`src/rtl/cpu_pkg.sv`:
```
// rtl/cpu_pkg.sv - shared opcode, ALU, state and IR field definitions for the control unit
package cpu_pkg;

    localparam int OPC_MSB = 31;
    localparam int OPC_LSB = 27;
    localparam int RA_MSB  = 26;
    localparam int RA_LSB  = 23;
    localparam int RB_MSB  = 22;
    localparam int RB_LSB  = 19;
    localparam int RC_MSB  = 18;
    localparam int RC_LSB  = 15;

    localparam logic [4:0] OP_ADD  = 5'b00011;
    localparam logic [4:0] OP_SUB  = 5'b00100;
    localparam logic [4:0] OP_SHR  = 5'b00101;
    localparam logic [4:0] OP_SHL  = 5'b00110;
    localparam logic [4:0] OP_ROR  = 5'b00111;
    localparam logic [4:0] OP_ROL  = 5'b01000;
    localparam logic [4:0] OP_AND  = 5'b01001;
    localparam logic [4:0] OP_OR   = 5'b01010;
    localparam logic [4:0] OP_MUL  = 5'b01110;
    localparam logic [4:0] OP_DIV  = 5'b01111;
    localparam logic [4:0] OP_NEG  = 5'b10000;
    localparam logic [4:0] OP_NOT  = 5'b10001;
    localparam logic [4:0] OP_MFHI = 5'b10111;
    localparam logic [4:0] OP_MFLO = 5'b11000;
    localparam logic [4:0] OP_NOP  = 5'b11001;
    localparam logic [4:0] OP_HALT = 5'b11010;

    localparam logic [3:0] ALU_AND = 4'd0;
    localparam logic [3:0] ALU_OR  = 4'd1;
    localparam logic [3:0] ALU_ADD = 4'd2;
    localparam logic [3:0] ALU_SUB = 4'd3;
    localparam logic [3:0] ALU_SHR = 4'd4;
    localparam logic [3:0] ALU_SHL = 4'd5;
    localparam logic [3:0] ALU_ROR = 4'd6;
    localparam logic [3:0] ALU_ROL = 4'd7;
    localparam logic [3:0] ALU_MUL = 4'd8;
    localparam logic [3:0] ALU_DIV = 4'd9;
    localparam logic [3:0] ALU_NEG = 4'd10;
    localparam logic [3:0] ALU_NOT = 4'd11;

    typedef enum logic [3:0] {
        ST_RST  = 4'd0,
        ST_T0   = 4'd1,
        ST_T1   = 4'd2,
        ST_T2   = 4'd3,
        ST_T3   = 4'd4,
        ST_T4   = 4'd5,
        ST_T5   = 4'd6,
        ST_T6   = 4'd7,
        ST_HALT = 4'd8
    } state_t;

    typedef enum logic [2:0] {
        CLS_ALU3,
        CLS_UNARY,
        CLS_MULDIV,
        CLS_MFHI,
        CLS_MFLO,
        CLS_NOP,
        CLS_HALT,
        CLS_ILLEGAL
    } op_class_t;

    function automatic op_class_t classify(input logic [4:0] opc);
        case (opc)
            OP_ADD, OP_SUB, OP_SHR, OP_SHL,
            OP_ROR, OP_ROL, OP_AND, OP_OR: return CLS_ALU3;
            OP_NEG, OP_NOT:                return CLS_UNARY;
            OP_MUL, OP_DIV:                return CLS_MULDIV;
            OP_MFHI:                       return CLS_MFHI;
            OP_MFLO:                       return CLS_MFLO;
            OP_NOP:                        return CLS_NOP;
            OP_HALT:                       return CLS_HALT;
            default:                       return CLS_ILLEGAL;
        endcase
    endfunction

    function automatic logic [3:0] alu3_op(input logic [4:0] opc);
        case (opc)
            OP_OR:   return ALU_OR;
            OP_ADD:  return ALU_ADD;
            OP_SUB:  return ALU_SUB;
            OP_SHR:  return ALU_SHR;
            OP_SHL:  return ALU_SHL;
            OP_ROR:  return ALU_ROR;
            OP_ROL:  return ALU_ROL;
            default: return ALU_AND;
        endcase
    endfunction

endpackage

```
`src/rtl/reg_select.sv`:
```
// rtl/reg_select.sv - turns ra/rb/rc register requests into one-hot GPR enables
module reg_select
    import cpu_pkg::*;
(
    input  logic [31:0] ir,
    input  logic        ra_in,
    input  logic        ra_out,
    input  logic        rb_out,
    input  logic        rc_out,
    output logic [15:0] gpr_in,
    output logic [15:0] gpr_out
);

    logic [3:0] ra;
    logic [3:0] rb;
    logic [3:0] rc;
    logic       unused_ir_bits;

    assign ra = ir[RA_MSB:RA_LSB];
    assign rb = ir[RB_MSB:RB_LSB];
    assign rc = ir[RC_MSB:RC_LSB];
    assign unused_ir_bits = ^{ir[OPC_MSB:OPC_LSB], ir[RC_LSB-1:0]};

    // Priority chain keeps the bus drive one-hot even if requests overlap.
    always_comb begin
        gpr_in  = '0;
        gpr_out = '0;
        if (ra_in)
            gpr_in[ra] = 1'b1;
        if (ra_out)
            gpr_out[ra] = 1'b1;
        else if (rb_out)
            gpr_out[rb] = 1'b1;
        else if (rc_out)
            gpr_out[rc] = 1'b1;
    end

endmodule

```
`src/rtl/control_sequencer.sv`:
```
// rtl/control_sequencer.sv - hardwired fetch/decode/execute control unit driving datapath strobes
module control_sequencer
    import cpu_pkg::*;
#(
    parameter int HALT_ON_ILLEGAL = 1
) (
    input  logic        clk,
    input  logic        reset,
    input  logic [31:0] ir,
    output logic [15:0] gpr_in,
    output logic [15:0] gpr_out,
    output logic        hi_in,
    output logic        hi_out,
    output logic        lo_in,
    output logic        lo_out,
    output logic        pc_in,
    output logic        pc_out,
    output logic        inc_pc,
    output logic        ir_in,
    output logic        y_in,
    output logic        z_in,
    output logic        z_high_out,
    output logic        z_low_out,
    output logic        mar_in,
    output logic        mdr_in,
    output logic        mdr_out,
    output logic        read,
    output logic [3:0]  alu_op,
    output logic        run,
    output logic        illegal,
    output logic [31:0] instr_count
);

    state_t     state;
    state_t     state_next;
    op_class_t  cls;
    logic [4:0] opcode;
    logic       retire;
    logic       set_illegal;
    logic       ra_in_req;
    logic       ra_out_req;
    logic       rb_out_req;
    logic       rc_out_req;

    assign opcode = ir[OPC_MSB:OPC_LSB];

    // Without halt-on-illegal, undefined opcodes fall through the nop path.
    always_comb begin
        cls = classify(opcode);
        if (cls == CLS_ILLEGAL && HALT_ON_ILLEGAL == 0)
            cls = CLS_NOP;
    end

    always_ff @(posedge clk or posedge reset) begin
        if (reset) begin
            state       <= ST_RST;
            instr_count <= '0;
            illegal     <= 1'b0;
        end else begin
            state <= state_next;
            if (retire)
                instr_count <= instr_count + 32'd1;
            if (set_illegal)
                illegal <= 1'b1;
        end
    end

    always_comb begin
        state_next  = ST_RST;
        retire      = 1'b0;
        set_illegal = 1'b0;
        case (state)
            ST_RST: state_next = ST_T0;
            ST_T0:  state_next = ST_T1;
            ST_T1:  state_next = ST_T2;
            ST_T2:  state_next = ST_T3;
            ST_T3: begin
                case (cls)
                    CLS_ALU3, CLS_UNARY, CLS_MULDIV: state_next = ST_T4;
                    CLS_HALT: begin
                        state_next = ST_HALT;
                        retire     = 1'b1;
                    end
                    CLS_ILLEGAL: begin
                        state_next  = ST_HALT;
                        set_illegal = 1'b1;
                    end
                    default: begin
                        state_next = ST_T0;
                        retire     = 1'b1;
                    end
                endcase
            end
            ST_T4: begin
                if (cls == CLS_UNARY) begin
                    state_next = ST_T0;
                    retire     = 1'b1;
                end else begin
                    state_next = ST_T5;
                end
            end
            ST_T5: begin
                if (cls == CLS_MULDIV) begin
                    state_next = ST_T6;
                end else begin
                    state_next = ST_T0;
                    retire     = 1'b1;
                end
            end
            ST_T6: begin
                state_next = ST_T0;
                retire     = 1'b1;
            end
            ST_HALT: state_next = ST_HALT;
            default: state_next = ST_RST;
        endcase
    end

    always_comb begin
        hi_in = 1'b0; hi_out = 1'b0; lo_in = 1'b0; lo_out = 1'b0;
        pc_in = 1'b0; pc_out = 1'b0; inc_pc = 1'b0; ir_in = 1'b0;
        y_in = 1'b0; z_in = 1'b0; z_high_out = 1'b0; z_low_out = 1'b0;
        mar_in = 1'b0; mdr_in = 1'b0; mdr_out = 1'b0; read = 1'b0;
        alu_op = ALU_AND;
        run = 1'b1;
        ra_in_req = 1'b0; ra_out_req = 1'b0; rb_out_req = 1'b0; rc_out_req = 1'b0;
        case (state)
            ST_T0: begin
                pc_out = 1'b1; mar_in = 1'b1; inc_pc = 1'b1; z_in = 1'b1;
                alu_op = ALU_ADD;
            end
            ST_T1: begin
                z_low_out = 1'b1; pc_in = 1'b1; read = 1'b1; mdr_in = 1'b1;
            end
            ST_T2: begin
                mdr_out = 1'b1; ir_in = 1'b1;
            end
            ST_T3: begin
                case (cls)
                    CLS_ALU3:   begin rb_out_req = 1'b1; y_in = 1'b1; end
                    CLS_UNARY: begin
                        rb_out_req = 1'b1; z_in = 1'b1;
                        alu_op = (opcode == OP_NEG) ? ALU_NEG : ALU_NOT;
                    end
                    CLS_MULDIV: begin ra_out_req = 1'b1; y_in = 1'b1; end
                    CLS_MFHI:   begin hi_out = 1'b1; ra_in_req = 1'b1; end
                    CLS_MFLO:   begin lo_out = 1'b1; ra_in_req = 1'b1; end
                    default: ;
                endcase
            end
            ST_T4: begin
                case (cls)
                    CLS_ALU3: begin
                        rc_out_req = 1'b1; z_in = 1'b1; alu_op = alu3_op(opcode);
                    end
                    CLS_UNARY: begin z_low_out = 1'b1; ra_in_req = 1'b1; end
                    CLS_MULDIV: begin
                        rb_out_req = 1'b1; z_in = 1'b1;
                        alu_op = (opcode == OP_MUL) ? ALU_MUL : ALU_DIV;
                    end
                    default: ;
                endcase
            end
            ST_T5: begin
                case (cls)
                    CLS_ALU3:   begin z_low_out = 1'b1; ra_in_req = 1'b1; end
                    CLS_MULDIV: begin z_low_out = 1'b1; lo_in = 1'b1; end
                    default: ;
                endcase
            end
            ST_T6: begin
                z_high_out = 1'b1; hi_in = 1'b1;
            end
            ST_HALT: run = 1'b0;
            default: ;
        endcase
    end

    reg_select u_reg_select (
        .ir      (ir),
        .ra_in   (ra_in_req),
        .ra_out  (ra_out_req),
        .rb_out  (rb_out_req),
        .rc_out  (rc_out_req),
        .gpr_in  (gpr_in),
        .gpr_out (gpr_out)
    );

endmodule

```
`config.mk`:
```
export PLATFORM = sky130hd
export DESIGN_NAME = control_sequencer
export DESIGN_NICKNAME = d
export VERILOG_FILES = /design/src/rtl/cpu_pkg.sv /design/src/rtl/reg_select.sv /design/src/rtl/control_sequencer.sv
export SDC_FILE = /design/constraint.sdc
export NUM_CORES = 1
export LEC_CHECK = 0
export CAP_MARGIN = 15
export CORE_AREA = 5 5 118 120
export DETAILED_ROUTE_END_ITERATION = 8
export DIE_AREA = 0 0 123 125
export PLACE_DENSITY = 0.62
export REMOVE_ABC_BUFFERS = 1
export SYNTH_ARGS = -nofsm -noshare
export SYNTH_HDL_FRONTEND = slang
export SYNTH_HIERARCHICAL = 1
export SYNTH_SLANG_ARGS = --single-unit
```
`constraint.sdc`:
```
create_clock -name clk -period 5.2 [get_ports clk]
set_input_delay 0.52 -clock clk [delete_from_list [all_inputs] [get_ports clk]]
set_output_delay 0.52 -clock clk [all_outputs]
set_load 0.05 [all_outputs]
```
Word level (Yosys, flattened, before mapping)
Memories as Yosys holds them, arrays and structs flattened.
Cells that the tools add are included.
{ "classes": {"addsub": 1, "magnitude_cmp": 6, "n_mux": 48, "reduce_logical": 12, "eq_ne": 23} }
{ "op_table": {"columns": ["cell", "count"], "rows": [
  ["16-bit two-way mux", 4],
  ["32-bit by 1-bit adder with 32-bit output, second input constant", 1],
  ["4-bit one-hot mux with 8 select lines", 1],
  ["1-bit two-way mux", 28],
  ["3-bit one-hot mux with 7 select lines", 1],
  ["5-bit by 3-bit equality test with 1-bit output, second input constant", 4],
  ["4-bit by 3-bit equality test with 1-bit output, second input constant", 4],
  ["4-bit one-hot mux with 2 select lines", 2],
  ["5-bit by 4-bit equality test with 1-bit output, second input constant", 3],
  ["4-bit by 5-bit less-than comparator with 1-bit output, second input constant", 3],
  ["1-bit demux with 4-bit select", 3],
  ["4-bit by 1-bit >= comparator with 1-bit output, second input constant", 3],
  ["4-bit one-hot mux with 3 select lines", 1],
  ["2-bit OR reduction", 5],
  ["3-bit equality test, second input constant", 3],
  ["1-bit one-hot mux with 3 select lines", 3],
  ["4-bit by 2-bit equality test with 1-bit output, second input constant", 2],
  ["3-bit by 2-bit equality test with 1-bit output, second input constant", 2],
  ["3-bit two-way mux", 2],
  ["5-bit by 2-bit equality test with 1-bit output, second input constant", 1],
  ["5-bit equality test, second input constant", 1],
  ["4-bit by 1-bit equality test with 1-bit output, second input constant", 1],
  ["4-bit equality test, second input constant", 1],
  ["4-bit logical NOT", 1],
  ["other kinds (8)", 10]
]} }
{ "totals": {"n_memories": 1, "register_bits": 37, "out_inout_bits": 86, "romBits": 96, "input_bits": 34} }
{ "mem_list": {"columns": ["memory", "words", "word_bits", "read_ports", "rd_ports_with_merged_regs", "wr", "line_no", "source"], "rows": [
  ["(name not given)", 32, 3, 1, 0, 0, "cpu_pkg.sv:67", "case (opc)"]
]} }

Longest topological paths before layout
Gate-level depths: netlist (run 1).
{ "depth": {"ltp_word": 7, "depth_mapped": 10} }

By module
Netlist (run 1), hierarchy kept.
{ "by_module_without_submodules": {"columns": ["mod", "n_inst", "cells_per_inst", "seq_area_each_um2", "area_per_inst_um2"], "rows": [
  ["control_sequencer", 1, 269, 925.9, 2472.4],
  ["reg_select", 1, 97, 0.0, 611.8]
]} }

Worst setup path after synthesis (run 1)
No wires, ideal clock.
{ "synth_timing": {"path_kind": "input port to output port", "start": "in ir[27]", "end": "out gpr_in[0]", "t_arrival_ns": 4.595, "path_stages": 9, "slack_ns": 0.085, "path_buffers": 1, "cell_sequence": "buf_2 > nand2b_1 > a21oi_1 > o21a_1 > nand2b_1 > nor4_1 > a211o_1 > or3b_4 > nor3_1"} }
{ "synth_between": {"elab_chain_len": 6, "elab_cells_between_ends": 11, "classes_between": "eq/ne (3); mux (5); reduce/logical (2); memory (1)"} }
{ "synth_rtl": {"columns": ["item", "line_no", "source"], "rows": [
  ["from (decl)", "control_sequencer.sv:9", "input logic [31:0] ir,"],
  ["memory 32 x 3 bit *", null, null],
  ["3-bit equality test / 3-bit by 2-bit equality test with 1-bit output (equally long branches)", "control_sequencer.sv:139", "case (cls)"],
  ["2-bit OR reduction (no line)", null, null],
  ["1-bit two-way mux", "control_sequencer.sv:139", null],
  ["1-bit one-hot mux with 3 select lines *", "control_sequencer.sv:127", "case (state)"],
  ["named net ra_in_req", "control_sequencer.sv:40", "logic ra_in_req;"],
  ["16-bit two-way mux *", "reg_select.sv:28", "if (ra_in)"],
  ["to (decl)", "control_sequencer.sv:10", "output logic [15:0] gpr_in,"]
]} }
Mark *: on every way through the listed nets, which the timed path passes. The rest lies on a longest branch.

Final worst setup path (run 1)
{ "layout_timing": {"start": "in ir[27]", "end": "out gpr_out[1]"} }
{ "layout_between": {"elab_chain_len": 7, "elab_cells_between_ends": 14, "classes_between": "eq/ne (2); mux (9); reduce/logical (2); memory (1)"} }
{ "layout_rtl": {"columns": ["item", "line_no", "source"], "rows": [
  ["memory 32 x 3 bit *", null, null],
  ["3-bit by 1-bit equality test with 1-bit output / 3-bit logical NOT (equally long branches)", "control_sequencer.sv:139", null],
  ["2-bit OR reduction (no line)", null, null],
  ["1-bit two-way mux", "control_sequencer.sv:139", null],
  ["1-bit one-hot mux with 2 select lines *", "control_sequencer.sv:127", null],
  ["named net rb_out_req", "control_sequencer.sv:42", "logic rb_out_req;"],
  ["16-bit two-way mux *", "reg_select.sv:32", "else if (rb_out)"],
  ["16-bit two-way mux *", "reg_select.sv:30", "if (ra_out)"],
  ["to (decl)", "control_sequencer.sv:11", "output logic [15:0] gpr_out,"]
]} }
Marked as above.

==> flow_summary_export.csv, run 1 <==
group,metric,value,unit
cts,cts_hold_buf,0,
power_and_ir_drop,power_density,331,nW/µm²
power_and_ir_drop,p_clk_share,21.5,%
power_and_ir_drop,intPower,0.000774,W
routing,firstDrtPassIters,6,
cts,cts_tree,"done",
flow_run,drv_cap,0,
synthesis,async_flop_share,100,%
setup_path,crit_chain,"clkdlybuf4s50_1 -> nand2_1 -> mux2_2 -> o221ai_1 -> or3_1 -> nand2b_1 -> o21ai_0 -> nor4b_2 -> a22oi_1 -> nand2_1 -> clkdlybuf4s50_1",
synthesis,synth_area_per_cell,8.43,µm²
power_and_ir_drop,p_switching,0.000686,W
routing,viasPerCell,4.90,
synthesis,synthTopCellsByArea,"dfrtp_1 (30%), nand2_1 (6.3%), xor2_1 (5.4%), nor2_1 (4.4%), xnor2_1 (4.0%)",
routing,drt-total-wl,9.27,mm
sta,tightestPinTransition,0.855,ns
synthesis,synth_cell_types,59,
routing,antenna_left,0,
finish,final_cell_mix,"clkdlybuf4s50_1 (104), nand2_1 (52), dfrtp_1 (37)",
global_route,grt_pass1_wl,14.8,mm
sta,tns,0,ns
routing,via_count,3128,
setup_path,cp-startpoint,"ir[27]",
finish,final_net_count,497,
placement,post-place-cells,631,
synthesis,synth_flop_cell,"dfrtp_1",
cts,cts_resized,0,
cts,cts_buffer_depth,2,
synthesis,synth_seq_cells,37,
cts,clock_latency,0.28,ns
synthesis,ys_warn_count,6,
setup_path,critPathKind,"input port to output port",
cts,post_cts.repair.setup_buffers,0,
finish,area_growth,43.0,%
global_route,grt_remaining_overflow,0,
floorplan,die-height,125,µm
sta,finClkSkew,0.00512,ns
routing,remaining_drc_errors,0,
global_route,grt_start_max_net_pins,38,
min_path,hold_class,"flip-flop to flip-flop",
finish,multiInputGateArea,1990,µm²
cts,cts-buffers-inserted,5,
floorplan,die_x,123,µm
setup_path,slowest_delay,0.82,ns
setup_path,crit_path_top_delay_cell,"clkdlybuf4s50_1",
finish,drive_gt1_share,9.94,%
sta,slew_headroom,42.9,%
power_and_ir_drop,peakVddDrop,292,µV
power_and_ir_drop,swShare,47.0,%
global_route,antenna_found_initial,0,
setup_path,crit_fanout,11,
setup_path,required,4.68,ns
synthesis,syn_inst,366,
sta,fmax,215,MHz
global_route,grt_use_total,11.6,%
floorplan,rows,42,
setup_path,end_kind,"output port",
synthesis,synth_enable_flop_cells,0,
synthesis,synth-xor-area-share,9.37,%
floorplan,core_area,12900,µm²
sta,hold_viol_final,0,
floorplan,die-area,15400,µm²
synthesis,netlist_area,3080,µm²
synthesis,synth_top_cell_area_share,30.0,%
finish,fin_cells,639,
setup_path,worstPathArrival,4.12,ns
finish,fillerInstances,1327,
power_and_ir_drop,p_leak,1.80,nW
global_route,grt_pass1_vias,2970,
floorplan,io_pins,120,
min_path,min_from,"illegal",
floorplan,start_util,24.0,%
setup_path,cp-start-kind,"input port",
sta,rsz0062_at_grt,"false",
routing,routedWlPerCell,14.5,µm
synthesis,synth_top_cell_by_area,"dfrtp_1",
power_and_ir_drop,combPwrFrac,52.8,%
finish,layout_commonest_cell,"clkdlybuf4s50_1",
setup_path,path_delay_family,"buffers and inverters",
sta,slew_viol_final,0,
synthesis,synth_top_family_by_area,"simple AND/OR/NAND/NOR gates",
finish,fin_util,34.3,%
cts,clkSinkCount,37,
finish,regArea,926,µm²
synthesis,synth_fa_ha_area_share,0.406,%
sta,fin_crit_sh,89.3,%
power_and_ir_drop,seqPwrFrac,25.7,%
synthesis,synth_mux_area_share,1.10,%
placement,place_congestion,0.863,
cts,cts_max_level,2,
placement,dp_hpwl,7.06,mm
cts,cts_root_buf,"clkbuf_16",
cts,clkSlewWorstSetupHoldPaths,0.05,ns
synthesis,synthSimpleGateAreaFrac,41.3,%
status,status,"finished, final reports clean",
synthesis,seq_area_frac_synth,30.0,%
synthesis,synth_compound_area_share,12.5,%
setup_path,r2r_start,"state[0]",
sta,setup_viol,0,
setup_path,path_buf_inv,2,
routing,dr.first_iter.drc_count,221,
finish,antenna_cells,0,
placement,io_buffers,104,
sta,fin_crit,4.64,ns
## sequential cells by signal, indices dropped and copies added, names as in the netlist
register,count
illegal,1
instr_count,32
state,4
## worst reg2reg max path: cells and delay by family, from the launching register on
family / cells / cell delay (ns)
mux: 1 / 0.32
simple gates: 3 / 1.20
flops: 1 / 0.45
compound gates: 2 / 0.67
## routing by layer
| layer | up-vias | wire (µm) | global-route usage [%] |
|---|---|---|---|
| met1 | 1506 | 4220 | 15.2 |
| li1 | 1522 | - | - |
| met3 | 12 | 566 | 2.80 |
| met4 | 0 | 117 | 3.26 |
| met2 | 88 | 4360 | 18.9 |
| met5 | - | 0 | 0 |
## worst paths after layout
check,to,slack (ns),depth (start not counted)
setup / recovery,gpr_out[1],0.56,11
hold / removal,illegal,0.47,1
setup reg to reg,instr_count[1],2.45,6
hold reg to reg,illegal,0.47,1
max in group asynchronous,instr_count[10],4.18,3
min in group asynchronous,state[3],0.67,3
## synth_stat cells, types with 3 or more instances
| master | number |
|---|---|
| nand2_1 | 52 |
| dfrtp_1 | 37 |
| nor2_1 | 36 |
| nand3_1 | 19 |
| xor2_1 | 19 |
| a22oi_1 | 16 |
| nor3_1 | 14 |
| xnor2_1 | 14 |
| nand2b_1 | 12 |
| a21oi_1 | 10 |
| buf_2 | 10 |
| nor4_1 | 10 |
| buf_4 | 8 |
| o21ai_0 | 8 |
| and3_1 | 7 |
| nand4_1 | 7 |
| nor2b_1 | 6 |
| and4_1 | 5 |
| nor3b_2 | 5 |
| nor4_2 | 5 |
| and3b_1 | 4 |
| inv_1 | 4 |
| nand3b_1 | 4 |
| nor4b_1 | 4 |
| buf_6 | 3 |
| mux2_2 | 3 |
## area by class of cell
cell class | instances | area share (%)
tap | 176 | 4.99
clock buffer | 7 | 3.46
multi-input combinational | 302 | 45.2
sequential | 37 | 21.0
inverter | 4 | 0.340
clock inverter | 1 | 0.113
timing repair buffer | 112 | 25.0
## cells by family (layout without fill, tap and decap cells)
group,Yosys count,count (layout)
AOI/OAI and AO/OA,54,54
and+or+nand+nor,211,211
DFF,37,37
buffers and inverters,27,124
adders and majority gates,1,1
muxes,3,3
xor gates and xnor gates,33,33
## per-stage QoR
step | total power (W) | setup WS, ns | cell area, µm² | hold slack [ns]
after CTS | 0.00147 | 0.564 | 4410 | 0.475
after floorplan | 0.000887 | 0.0739 | 2930 | 0.537
after global placement | 0.00115 | 0.651 | 4250 | 0.458
final | 0.00146 | 0.558 | 4410 | 0.471
after global routing | 0.00154 | 0.251 | 4410 | 0.495
after detailed placement | 0.00115 | 0.577 | 4250 | 0.463
## power by group through the flow
stage / sequential, W / clock [W] / combinational, W
final: 0.000375 / 0.000314 / 0.000771
after global routing: 0.000384 / 0.000338 / 0.000818
after CTS: 0.000375 / 0.000322 / 0.000778
after detailed placement: 0.000380 / 0 / 0.000774
after global placement: 0.000378 / 0 / 0.000770
after floorplan: 0.000442 / 0 / 0.000445
Note: power is estimated with default switching activity, not from simulation.
==> inputs of run 2 (changes only) <==
--- a/config.mk
+++ b/config.mk
@@ -6,10 +6,10 @@
 export NUM_CORES = 1
 export LEC_CHECK = 0
 export CAP_MARGIN = 15
-export CORE_AREA = 5 5 118 120
+export CORE_AREA = 2 2 84 86
 export DETAILED_ROUTE_END_ITERATION = 8
-export DIE_AREA = 0 0 123 125
-export PLACE_DENSITY = 0.62
+export DIE_AREA = 0 0 86 88
+export PLACE_DENSITY = 0.95
 export REMOVE_ABC_BUFFERS = 1
 export SYNTH_ARGS = -nofsm -noshare
 export SYNTH_HDL_FRONTEND = slang
==> run 2 against run 1 <==
Against the previous run:
- first-iteration DRC count is 19% higher
- design area fell by 4.1%
- clock power fell by 15%
- clock skew rose by 0.0036 ns
- flip-flop and latch count unchanged
- worst hold slack better by 0.0028 ns
- critical endpoint is now gpr_out[3]
- final cell count fell by 15%
- largest power group unchanged
- non-clock buffer count is 3 lower
- utilization grew 29 points
- total power down 3.5%
- critical path depth did not move
==> flow_summary_export.csv, run 2 (synthesized netlist as in run 1, its figures left out) <==
group,metric,value,unit
status,status,"finished, final reports clean",
cts,clkSlewWorstSetupHoldPaths,0.08,ns
floorplan,start_util,46.4,%
cts,cts_tree,"done",
routing,dr.first_iter.drc_count,263,
placement,io_buffers,104,
floorplan,die_x,86,µm
finish,final_cell_mix,"clkdlybuf4s50_1 (104), nand2_1 (52), dfrtp_1 (37)",
placement,post-place-cells,532,
power_and_ir_drop,seqPwrFrac,26.8,%
sta,fmax,208,MHz
sta,fin_crit_sh,92.6,%
setup_path,rrSetupSlack,2.46,ns
setup_path,end_kind,"output port",
flow_run,drv_cap,0,
power_and_ir_drop,swShare,48.8,%
placement,dp_hpwl,6.32,mm
setup_path,slowest_delay,0.80,ns
cts,clkSinkCount,37,
routing,remaining_drc_errors,0,
setup_path,critPathKind,"input port to output port",
global_route,grt_pass1_vias,2950,
power_and_ir_drop,total_power,0.00141,W
setup_path,worstPathArrival,4.29,ns
finish,antenna_cells,0,
cts,cts_root_buf,"clkbuf_8",
routing,viasPerCell,5.99,
setup_path,cp-start-kind,"input port",
sta,hold_viol_final,0,
power_and_ir_drop,combPwrFrac,54.1,%
routing,antenna_left,0,
global_route,antenna_found_initial,0,
placement,place_congestion,0.938,
finish,regMostFlops,"instr_count",
setup_path,crit_fanout,11,
min_path,hold_class,"flip-flop to flip-flop",
finish,largest_reg_flops,32,
routing,routedWlPerCell,16.1,µm
floorplan,core_area,6640,µm²
finish,stdcell_area,4230,µm²
global_route,grt_start_max_net_pins,38,
floorplan,die-height,88,µm
sta,fin_crit,4.81,ns
sta,tns,0,ns
power_and_ir_drop,power_density,333,nW/µm²
placement,place_area,4110,µm²
cts,post_cts.repair.setup_buffers,0,
power_and_ir_drop,p_clk_share,19.0,%
sta,rsz0062_at_grt,"false",
finish,fin_cells,540,
power_and_ir_drop,peakVddDrop,348,µV
setup_path,path_buf_inv,2,
sta,slew_headroom,25.4,%
setup_path,crit_path_top_delay_cell,"clkdlybuf4s50_1",
global_route,grt_remaining_overflow,0,
sta,slew_viol_final,0,
cts,cts-buffers-inserted,5,
finish,largestRegisters,"instr_count: 32 flops, state: 4 flops, illegal: 1 flops",
cts,clock_latency,0.30,ns
floorplan,rows,30,
global_route,grt_use_total,22.3,%
floorplan,io_pins,120,
power_and_ir_drop,intPower,0.000722,W
routing,via_count,3234,
setup_path,required,4.68,ns
setup_path,path_delay_family,"buffers and inverters",
finish,layout_commonest_cell,"clkdlybuf4s50_1",
power_and_ir_drop,p_leak,1.77,nW
sta,finClkSkew,0.00871,ns
cts,cts_resized,0,
finish,final_net_count,494,
finish,area_growth,37.2,%
sta,setup_viol,0,
floorplan,die-area,7570,µm²
routing,drt-total-wl,8.71,mm
routing,firstDrtPassIters,5,
cts,cts_hold_buf,0,
power_and_ir_drop,p_switching,0.000687,W
global_route,grt_pass1_wl,13.8,mm
cts,cts_buffer_depth,2,
finish,drive_gt1_share,9.35,%
sta,tightestPinTransition,1.11,ns
cts,cts_max_level,2,
setup_path,crit_chain,"clkdlybuf4s50_1 -> nand2_1 -> mux2_2 -> o221ai_1 -> or3_1 -> nand2b_1 -> o21ai_0 -> nor4b_2 -> a22oi_1 -> nand2_1 -> clkdlybuf4s50_1",
## run 2: final timing paths
kind                                 startpoint         endpoint  depth (start not counted)
min in group asynchronous                 reset  instr_count[31]                          3
worst min-delay path            instr_count[31]  instr_count[31]                          1
worst max register to register         state[1]   instr_count[1]                          6
worst min register to register  instr_count[31]  instr_count[31]                          1
worst max-delay path                     ir[27]       gpr_out[3]                         11
max in group asynchronous                 reset  instr_count[27]                          3
## run 2: per-layer routing
| layer | GRT usage, % | routed length (µm) | vias up |
|---|---|---|---|
| li1 | - | - | 1520 |
| met3 | 5.18 | 679 | 17 |
| met4 | 6.64 | 136 | 0 |
| met5 | 0 | 0 | - |
| met1 | 27.6 | 3640 | 1536 |
| met2 | 38.8 | 4250 | 161 |
## run 2: cell type report
class / instances / area [µm²]
inverter: 4 / 15.0
multi-input combinational: 302 / 1990
clock buffer: 6 / 82.6
timing repair buffer: 109 / 1080
sequential: 37 / 926
clock inverter: 2 / 37.5
tap: 80 / 100
fill: 546 / 2410
## run 2: through the flow
step	setup slack, ns	hold slack, ns	util [%]
3_3_place_gp	0.546	0.454	61.9
5_1_grt	0.136	0.487	63.7
6_report	0.387	0.474	63.7
4_1_cts	0.430	0.480	63.7
3_5_place_dp	0.439	0.464	61.9
2_1_floorplan	0.0739	0.537	-
## run 2: worst register-to-register path: stages (launching register included)
cell and delay, ns:
dfrtp_1 0.52, nor2b_1 0.18, o31a_1 0.18, a211oi_4 0.49, nor2b_1 0.76, nand2_1 0.20, mux2_2 0.31
## run 2: power by group through the flow
stage	logic, W	registers, W	clock network (W)
6_report	0.000763	0.000378	0.000268
3_3_place_gp	0.000743	0.000377	0
5_1_grt	0.000801	0.000383	0.000282
3_5_place_dp	0.000758	0.000382	0
4_1_cts	0.000761	0.000376	0.000271
2_1_floorplan	0.000445	0.000442	0
==> inputs of run 3 (changes only) <==
--- a/config.mk
+++ b/config.mk
@@ -6,10 +6,10 @@
 export NUM_CORES = 1
 export LEC_CHECK = 0
 export CAP_MARGIN = 15
-export CORE_AREA = 2 2 84 86
+export CORE_AREA = 2 2 86 88
 export DETAILED_ROUTE_END_ITERATION = 8
-export DIE_AREA = 0 0 86 88
-export PLACE_DENSITY = 0.95
+export DIE_AREA = 0 0 88 90
+export PLACE_DENSITY = 0.93
 export REMOVE_ABC_BUFFERS = 1
 export SYNTH_ARGS = -nofsm -noshare
 export SYNTH_HDL_FRONTEND = slang
==> run 3 against run 2 <==
Against the previous run:
- routed wire length fell by 1.2%
- via count rose by 0.31%
- non-clock buffer count fell by 1
- first-iteration DRC count fell by 7.6%
- sequential share of layout area fell by 0.15 points
- design area rose by 0.71%
- critical endpoint is now gpr_out[2]
- largest cell class unchanged
- highest routed layer unchanged
==> flow_summary_export.csv, run 3 (synthesized netlist as in run 1, its figures left out) <==
group,metric,value,unit
status,status,"finished, final reports clean",
finish,area_growth,38.2,%
cts,cts-buffers-inserted,5,
setup_path,required,4.68,ns
sta,setup_ws,0.367,ns
power_and_ir_drop,peakVddDrop,260,µV
global_route,grt_remaining_overflow,0,
routing,antenna_left,0,
floorplan,die_x,88,µm
finish,final_net_count,493,
setup_path,slowest_delay,0.80,ns
global_route,antenna_found_initial,0,
sta,whs,0.475,ns
setup_path,r2r_start,"state[1]",
cts,cts_tree,"done",
cts,cts_hold_buf,0,
finish,largestRegisters,"instr_count: 32 flops, state: 4 flops, illegal: 1 flops",
sta,rsz0062_at_grt,"false",
cts,cts_max_level,2,
setup_path,worstPathArrival,4.31,ns
placement,dp_hpwl,6.41,mm
sta,fin_crit_sh,92.9,%
floorplan,rows,31,
routing,viasPerCell,5.81,
setup_path,crit_path_top_delay_cell,"clkdlybuf4s50_1",
global_route,grt_use_total,21.6,%
setup_path,crit_fanout,11,
finish,drive_gt1_share,9.15,%
placement,place_congestion,0.911,
setup_path,cp-start-kind,"input port",
cts,clkSinkCount,37,
finish,fillerInstances,570,
global_route,grt_start_max_net_pins,38,
sta,tightestPinTransition,1.08,ns
global_route,grt_pass1_wl,14.1,mm
setup_path,path_buf_inv,2,
cts,cts_resized,0,
floorplan,io_pins,120,
finish,largest_reg_flops,32,
placement,dpl_worst_slack,0.435,ns
power_and_ir_drop,p_leak,1.77,nW
sta,hold_viol_final,0,
sta,slew_headroom,27.6,%
routing,remaining_drc_errors,0,
sta,fin_crit,4.83,ns
sta,setup_viol,0,
min_path,min_from,"illegal",
min_path,holdPathStages,1,
sta,slew_viol_final,0,
placement,io_buffers,104,
floorplan,die-height,90,µm
cts,clock_latency,0.30,ns
finish,stdcell_area,4260,µm²
sta,finClkSkew,0.0118,ns
min_path,worst_hold_path.endpoint,"illegal",
routing,dr.first_iter.drc_count,243,
cts,clkSlewWorstSetupHoldPaths,0.07,ns
global_route,grt_pass1_vias,3086,
setup_path,reg2reg_depth,6,
floorplan,start_util,43.9,%
setup_path,crit_chain,"clkdlybuf4s50_1 -> nand2_1 -> mux2_2 -> o221ai_1 -> or3_1 -> nand2b_1 -> o21ai_0 -> nor4b_2 -> a22oi_1 -> nand2_1 -> clkdlybuf4s50_1",
routing,drt-total-wl,8.61,mm
routing,firstDrtPassIters,5,
sta,tns,0,ns
finish,layout_commonest_cell,"clkdlybuf4s50_1",
cts,post_cts.repair.setup_buffers,0,
finish,regMostFlops,"instr_count",
cts,cts_buffer_depth,2,
cts,cts_root_buf,"clkbuf_8",
power_and_ir_drop,power_density,337,nW/µm²
setup_path,path_delay_family,"buffers and inverters",
flow_run,drv_cap,0,
setup_path,timing.rr.end,"instr_count[1]",
placement,place_area,4130,µm²
setup_path,end_kind,"output port",
finish,antenna_cells,0,
routing,routedWlPerCell,15.4,µm
sta,fmax,207,MHz
setup_path,rrSetupSlack,2.43,ns
routing,via_count,3244,
setup_path,critPathKind,"input port to output port",
finish,final_cell_mix,"clkdlybuf4s50_1 (104), nand2_1 (52), dfrtp_1 (37)",
floorplan,core_area,7020,µm²
floorplan,die-area,7920,µm²
min_path,hold_class,"flip-flop to flip-flop",
run 3: cell count changes in the layout (fill, tap and decap cells not counted), sizes merged:
cell,before,now
buf,5,4
bufinv,1,2
clkbuf,6,5
clkinv,0,1
clkinvlp,1,0
run 3: per-stage QoR:
stage	instances	power [W]	utilization [%]
final	558	0.00144	60.7
after global placement	550	0.00112	58.8
after floorplan	343	0.000887	-
after global routing	558	0.00151	60.7
after detailed placement	550	0.00114	58.8
after CTS	558	0.00144	60.7
run 3: layout make-up:
class                   instances  area [µm²]  share of cell area [%]
flip-flops and latches         37         926                    21.7
well taps                      99         124                    2.91
repair buffers                108        1070                    25.1
multi-input cells             302        1990                    46.7
clock inverters                 3        65.1                    1.53
inverters                       4        15.0                   0.352
clock buffers                   5        68.8                    1.61
run 3: where the power goes:
group / internal, W / switching [W] / total (W)
clock: 0.000191 / 0.000106 / 0.000296
combinational: 0.000244 / 0.000518 / 0.000762
sequential: 0.000322 / 0.0000558 / 0.000378
run 3: routing by layer:
layer | routed length [µm] | share of wire [%] | track usage (%) | vias to the layer above
met4 | 232 | 2.7 | 7.18 | 0
met1 | 3610 | 42 | 27.0 | 1516
met3 | 635 | 7.4 | 4.59 | 34
met5 | 0 | 0 | 0 | -
li1 | - | - | - | 1516
met2 | 4130 | 48 | 36.4 | 178
run 3: how the worst max path moves through the flow:
stage | startpoint | endpoint | slack, ns | cells past startpoint
after global placement | ir[27] | gpr_out[1] | 0.53 | 11
after detailed placement | ir[27] | gpr_out[2] | 0.44 | 11
after CTS | ir[27] | gpr_out[2] | 0.42 | 11
final | ir[27] | gpr_out[2] | 0.37 | 11
after floorplan | state[1] | alu_op[1] | 0.07 | 4
after global routing | ir[27] | gpr_out[2] | 0.02 | 11
run 3: worst reg2reg max path, stage by stage, from the launching register on:
cell and delay (ns):
dfrtp_1 0.53, nor2b_1 0.19, o31a_1 0.18, a211oi_4 0.51
nor2b_1 0.72, nand2_1 0.21, mux2_2 0.31
==> variant, RTL diff (flow settings as in run 2) <==
Register the output `gpr_in`, cleared by the reset; this adds one clock of latency there. The other outputs are not delayed to match.
--- a/src/rtl/control_sequencer.sv
+++ b/src/rtl/control_sequencer.sv
@@ -33,2 +33,4 @@
 
+    logic [15:0] gpr_in_d;
+
     state_t     state;
@@ -184,3 +186,3 @@
         .rc_out  (rc_out_req),
-        .gpr_in  (gpr_in),
+        .gpr_in  (gpr_in_d),
         .gpr_out (gpr_out)
@@ -188,2 +190,10 @@
 
+    always_ff @(posedge clk or posedge reset) begin
+        if (reset) begin
+            gpr_in <= '0;
+        end else begin
+            gpr_in <= gpr_in_d;
+        end
+    end
+
 endmodule
Check against the original RTL: not equivalent (Yosys sat finds a counterexample within 10 cycles, from zero or initial values and one cycle with reset high).
==> variant against run 2 <==
  * Worst setup slack better by 0.36 ns
  * Critical path depth is 1 lower
  * Clock skew is 0.0013 ns lower
  * Non-clock buffer count is 3 lower
  * Critical endpoint is now gpr_out[0]
  * Synthesized cell count is 1.6% higher
  * Area after synthesis is 11% higher
  * Count of clock-buffer cells in the layout is 1 lower
  * Final cell count is 0.19% higher
  * Total power is 5.1% higher
  * Design area is 6.6% higher
  * Global-route usage is 1.8 points higher
  * Routed wire length is 3.0% higher
  * Sequential cell count is 16 higher
==> variant: results (changes against run 2) <==
Route
  • Initial DRC count: 179 (-32%)
  • Drt via density: 6.01 (+0.28%)
  • DRT Pass-1 Iters: 5 (unchanged)
  • Via count: 3249 (+0.46%)
  • Total Wirelength: 8970 um (+3.0%)

Global route
  • Largest net degree at the start of global routing: 54 (+42%)
  • Global routing usage summed across all routing layers: 24.1% (+1.8 points)
  • Global route total overflow: 0 (unchanged)
  • Initial antenna violation count: 0 (unchanged)
  • First-pass GRT wire length: 14700 um (+6.5%)
  • Vias in the first global route: 3131 (+6.1%)

Worst hold path
  • HP Class: reg2reg

Clock tree
  • H-tree Lvls: 2 (unchanged)
  • Total CTS buffers: 5 (unchanged)
  • Clock Path Buffers: 2 (unchanged)
  • Clock root cell: clkbuf_8
  • Post-CTS setup buffers: 0 (unchanged)
  • # resized after CTS: 0 (unchanged)
  • CTS clk-pin slew, worst paths: 0.10 ns (+0.02 ns)

Worst setup path
  • Slowest stage delay, CP: 0.80 ns (about the same)
  • CP max stage cell: clkdlybuf4s50_1
  • Endpoint arrival time on the critical path: 3.94 ns (-0.35 ns)
  • Crit Path Max Fanout: 11 (unchanged)

Power and ir drop
  • Switching power: 0.708 mW (+3.1%)
  • Clock net power: 0.236 mW (-12%)
  • VDD IR max: 0.483 mV (+39%)
  • Comb. pwr: 0.743 mW (-2.6%)
  • Pleak: 1.82 nW (+2.9%)

Placed design
  • Placed Cells: 532 (unchanged)
  • Post-DP HPWL: 6740 um (+6.7%)
  • Final RePlAce weighted congestion: 1.00 (+6.8%)
  • Pre-CTS setup slack: 0.829 ns (+0.390 ns)
  • PortBufs: 104 (unchanged)
  • Area post-placement: 0.00440 mm^2 (+7.0%)

Synthesis
  • FFs w/ async S/R, synth: 100% (unchanged)
  • Sequential fraction of the synthesis area: 38.7% (+8.7 points)
  • YS warnings: 6 (unchanged)
  • Top cells by count, synth: dfrtp_1, nand2_1, nor2_1, nand3_1, xor2_1
  • Yosys cell types: 61 (+3.4%)
  • Synth area leaders: dfrtp_1, nand2_1, xor2_1
  • Gate Count Post-Synth: 372 (+1.6%)

Final layout
  • Layout cell share with drive strength beyond 1: 9.76% (+0.41 points)
  • Final nets: 495 (+0.20%)
  • Top flop regs: instr_count (32), gpr_in (16), state (4)
  • N_diodes: 0 (unchanged)
  • Fill count: 521 (-4.6%)

Floorplan
  • Core footprint: 0.00664 mm^2 (unchanged)

Outcome
  • Status: complete, no violations

STA
  • Skew final: 0.00741 ns (-0.00130 ns)
  • Slew headroom: 31.9% (+6.5 points)
[variant: kinds of logic after synthesis]
kind of cell,count (synthesis),share of synthesized area [%]
simple gates,201,36.2
xor+xnor,33,8.43
buf+inv,32,5.91
mux,1,0.329
fa+ha+maj,1,0.365
compound gates,51,10.0
flops,53,38.7
[variant: per-stage QoR]
step / util, % / total power [mW] / hold slack [ns]
finish: 67.9 / 1.48 / 0.476
global route: 67.9 / 1.56 / 0.511
CTS: 67.6 / 1.49 / 0.482
detailed placement: 66.2 / 1.25 / 0.459
global placement: 66.2 / 1.23 / 0.455
floorplan: - / 0.991 / 0.591
[variant: final timing paths]
kind | from | cells after the start | end | slack, ns
min | illegal$_DFFE_PP0P_ | 1 | illegal$_DFFE_PP0P_ | 0.48
min in group asynchronous | reset | 2 | gpr_in[10]$_DFF_PP0_ | 0.58
max reg2reg | state[0]$_DFF_PP0_ | 6 | instr_count[1]$_DFFE_PP0P_ | 2.69
max | ir[30] | 10 | gpr_out[0] | 0.74
max in group asynchronous | reset | 3 | instr_count[21]$_DFFE_PP0P_ | 4.08
min reg2reg | illegal$_DFFE_PP0P_ | 1 | illegal$_DFFE_PP0P_ | 0.48
[variant: final cells by class]
class                           instances  area share, %
Multi-Input combinational cell        287           42.1
Sequential cell                        53           29.4
Timing Repair Buffer                  106           23.7
Inverter                                7          0.583
Clock buffer                            5           1.53
Tap cell                               80           2.22
Clock inverter                          3          0.472
[variant: routing by layer]
metal	part of all wire [%]	vias to the layer above	wire, um	global-route usage [%]
li1	-	1494	-	-
met1	41	1545	3660	30.9
met2	50	193	4480	42.0
met3	7.9	17	707	4.05
met4	1.5	0	131	6.64
met5	0	-	0	0
